File: src/rtl/sync_adder_pkg.sv
// sync_adder_pkg: shared LFSR, FSM and counter definitions for sync_adder stimulus/check blocks
package sync_adder_pkg;
  localparam logic [15:0] LFSR_POLY = 16'hB400;
  localparam logic [15:0] DEFAULT_SEED = 16'hACE1;
  localparam int CNT_W = 16;
  typedef enum logic [1:0] {IDLE, RUN, DRAIN, DONE} state_t;
  function automatic logic [15:0] lfsr_next(input logic [15:0] v);
    return v[0] ? (v >> 1) ^ LFSR_POLY : v >> 1;
  endfunction
endpackage

File: src/rtl/lfsr16.sv
// lfsr16: 16-bit right-shifting Galois LFSR with seed reload and single-step advance
module lfsr16
  import sync_adder_pkg::*;
#(
  parameter logic [15:0] SEED = DEFAULT_SEED
) (
  input  logic        clk,
  input  logic        rst_n,
  input  logic        load,
  input  logic        step,
  output logic [15:0] value
);
  // load wins over step so a restart always begins from the seed
  always_ff @(posedge clk or negedge rst_n)
    if (!rst_n) value <= SEED;
    else if (load) value <= SEED;
    else if (step) value <= lfsr_next(value);
endmodule

File: config.mk
export PLATFORM = sky130hd
export DESIGN_NAME = lfsr16
export DESIGN_NICKNAME = d
export VERILOG_FILES = /design/src/rtl/sync_adder_pkg.sv /design/src/rtl/lfsr16.sv
export SDC_FILE = /design/constraint.sdc
export NUM_CORES = 1
export LEC_CHECK = 0
export ABC_CLOCK_PERIOD_IN_PS = 2150
export CAP_MARGIN = 10
export CORE_UTILIZATION = 41
export DETAILED_ROUTE_END_ITERATION = 8
export PLACE_DENSITY_LB_ADDON = 0.1
export SYNTH_ARGS = -nofsm -noshare
export SYNTH_HDL_FRONTEND = slang
export SYNTH_SLANG_ARGS = --single-unit
File: constraint.sdc
create_clock -name clk -period 2.15 [get_ports clk]
set_input_delay 0.43 -clock clk [delete_from_list [all_inputs] [get_ports clk]]
set_output_delay 0.43 -clock clk [all_outputs]
set_load 0.005 [all_outputs]
==> results.yml <==
finish:
  fin_util_pct: 60.0
  area_growth_pct: 30.1
  layout_commonest_cell: "clkdlybuf4s50_1"
  top_register: "value"
  largestRegisters: "value: 16 flops"
  final_cell_mix: "19 x clkdlybuf4s50_1, 8 x dfstp_2, 8 x dfrtp_1"
  nNetsFinal: 82
  insertedDiodeCount: 0
  layout-drive-gt1-share_pct: 31.6
  largest_register_ffs: 16
  fillCellCount: 145
  fin_cells: 92
synth:
  synth_top_family_by_area: "simple AND/OR/NAND/NOR gates"
  synth_seq_area_share_pct: 56.5
  synth_fa_ha_area_share_pct: 0
  synth-compound-area-share_pct: 11.2
  ys_seq_elements: 16
  yosys.area_share.simple_pct: 13.4
  ys_warn_count: 0
  synth_xor_area_share_pct: 3.61
  synthesis.area_um2: 727
  avgSynthCellArea_um2: 13.0
  synth_cells: 56
  muxShareOfSynthArea_pct: 9.64
  synth_cell_type_count: 17
  syn_nets: 60
sta:
  final-setup-viol-count: 0
  hold_ws_ns: 0.458
  fin_crit_sh_pct: 85.1
  slew_viol_final: 0
  worstMarginPinSlew_ns: 0.647
  final.min_clock_period_ns: 1.83
  relSlewSlack_pct: 56.7
  skew_ns: 0.00139
  grt_setup_unrepaired: "false"
  hold_viol_final: 0
  setup_tns_ns: 0
  timing.fmax_mhz: 546
placed_design:
  port_buffers: 19
  place_congestion: 0.669
  dpl.cell_count: 89
  hpwlAfterDp_um: 886
worst_setup_path:
  critPathArrivalTime_ns: 1.40
  critPathMaxStageDelay_ns: 0.60
  crit_required_ns: 1.72
  rr_worst_depth: 2
  crit_buf_inv: 1
  reg2reg_from: "value[0]"
  cp_slowest_cell: "dfstp_2"
  rrSetupSlack_ns: 1.15
  cp-start-kind: "flop"
  path_cells: "clkdlybuf4s50_1"
  rr_endpoint: "value[12]"
  cp_top_family: "flip-flops"
  end_kind: "primary output"
  path_max_fanout: 6
  path_class: "flop to primary output"
pwr:
  p_leak_nw: 0.410
  ir_drop_v: 0.000464
  power.density_nw_per_um2: 645
  power_mw: 0.610
floorplan:
  die_y_um: 44.1
  initial_core_util_pct: 46.1
  die_x_um: 44.1
  row_count: 14
  io_pins: 20
  core_area_um2: 1580
  die_area_um2: 1950
clocking:
  root_buffer: "clkbuf_4"
  numCtsBuffers: 3
  clockBufferDepth: 2
  cts.clk_slew.worst_paths_ns: 0.08
  clock_sinks: 16
  cts.repair.resized: 0
  cts_tree: "yes"
  post_cts_buffers: 0
  cts.hold.buffers_added: 0
  worstSkewPairLatency_ns: 0.28
  cts_max_level: 1
outcome:
  violations: "design-rule violations"
  status: "finished with violations"
global_routing:
  grt_use_total_pct: 16.2
  grt.met3_usage_pct: 5.31
  gr-total-overflow: 0
  top_usage_layer: "met2"
  antenna_found_initial: 0
  grt_use_met1_pct: 20.8
  use_met2_pct: 24.1
  grt_max_degree: 25
  grt_pass1_wl_um: 2240
  grt_pass1_vias: 494
drt:
  ant_nets: 0
  vias: 486
  viasPerCell: 5.28
  first_pass_iters: 8
  wl_per_cell_um: 14.1
  routed_wl_um: 1300
  drtIter0Drc: 8
  drc: 1
job:
  max-cap-violations: 0
hold_path:
  hold_class: "primary input to async pin"
## cell type report
cell class                 instances  area, um^2  share of cell area, %
multi-input combinational         36         275                   29.1
tap                               16        20.0                   2.12
timing repair buffer              21         218                   23.0
sequential                        16         410                   43.4
clock buffer                       3        22.5                   2.38
## cells by family (layout without fill, tap and decap cells)
kind of cell    count (synthesis)  after routing
compound gates                  9              9
xor+xnor                        3              3
buf+inv                         4             24
flops                          16             16
mux                             7              7
simple gates                   17             17
## synthesized netlist by cell type
| cell | n | share of area, % |
|---|---|---|
| nor2_2 | 1 | 0.86 |
| a211oi_2 | 1 | 1.7 |
| mux2i_1 | 7 | 9.6 |
| buf_6 | 1 | 1.5 |
| xnor2_1 | 3 | 3.6 |
| a21oi_1 | 2 | 1.4 |
| buf_12 | 1 | 2.8 |
| nor2b_1 | 2 | 1.7 |
| and2b_2 | 4 | 4.8 |
| a211o_1 | 1 | 1.2 |
| buf_2 | 2 | 1.4 |
| nor2_1 | 7 | 3.6 |
| dfstp_2 | 8 | 29 |
| a211o_2 | 5 | 6.9 |
| dfrtp_1 | 8 | 28 |
| and2b_1 | 1 | 1.0 |
| nor3_1 | 2 | 1.4 |
## layer usage
| layer | up-vias | routed length [um] |
|---|---|---|
| met5 | - | 0 |
| met4 | 0 | 0 |
| met3 | 0 | 56 |
| met2 | 15 | 639 |
| met1 | 241 | 605 |
| li1 | 230 | - |
## report_power, final
group	switching, mW	internal [mW]
sequential	0.0182	0.330
combinational	0.0412	0.0705
clock	0.0855	0.0649
total	0.145	0.465
## metrics by stage
step                instance area, um^2  worst slack [ns]
CTS                                 946             0.301
detailed placement                  923             0.410
floorplan                           727              1.08
global placement                    923             0.440
finish                              946             0.320
global route                        946             0.266
## how the worst max path moves through the flow
stage	depth (start not counted)	start	endpoint	slack [ns]
6_report	1	value[0]	value[0]	0.32
5_1_grt	1	value[0]	value[0]	0.27
4_1_cts	1	value[0]	value[0]	0.30
3_5_place_dp	3	load	value[13]	0.41
3_3_place_gp	4	step	value[15]	0.44
2_1_floorplan	3	load	value[6]	1.08
Note: power is estimated with default switching activity, not from simulation.
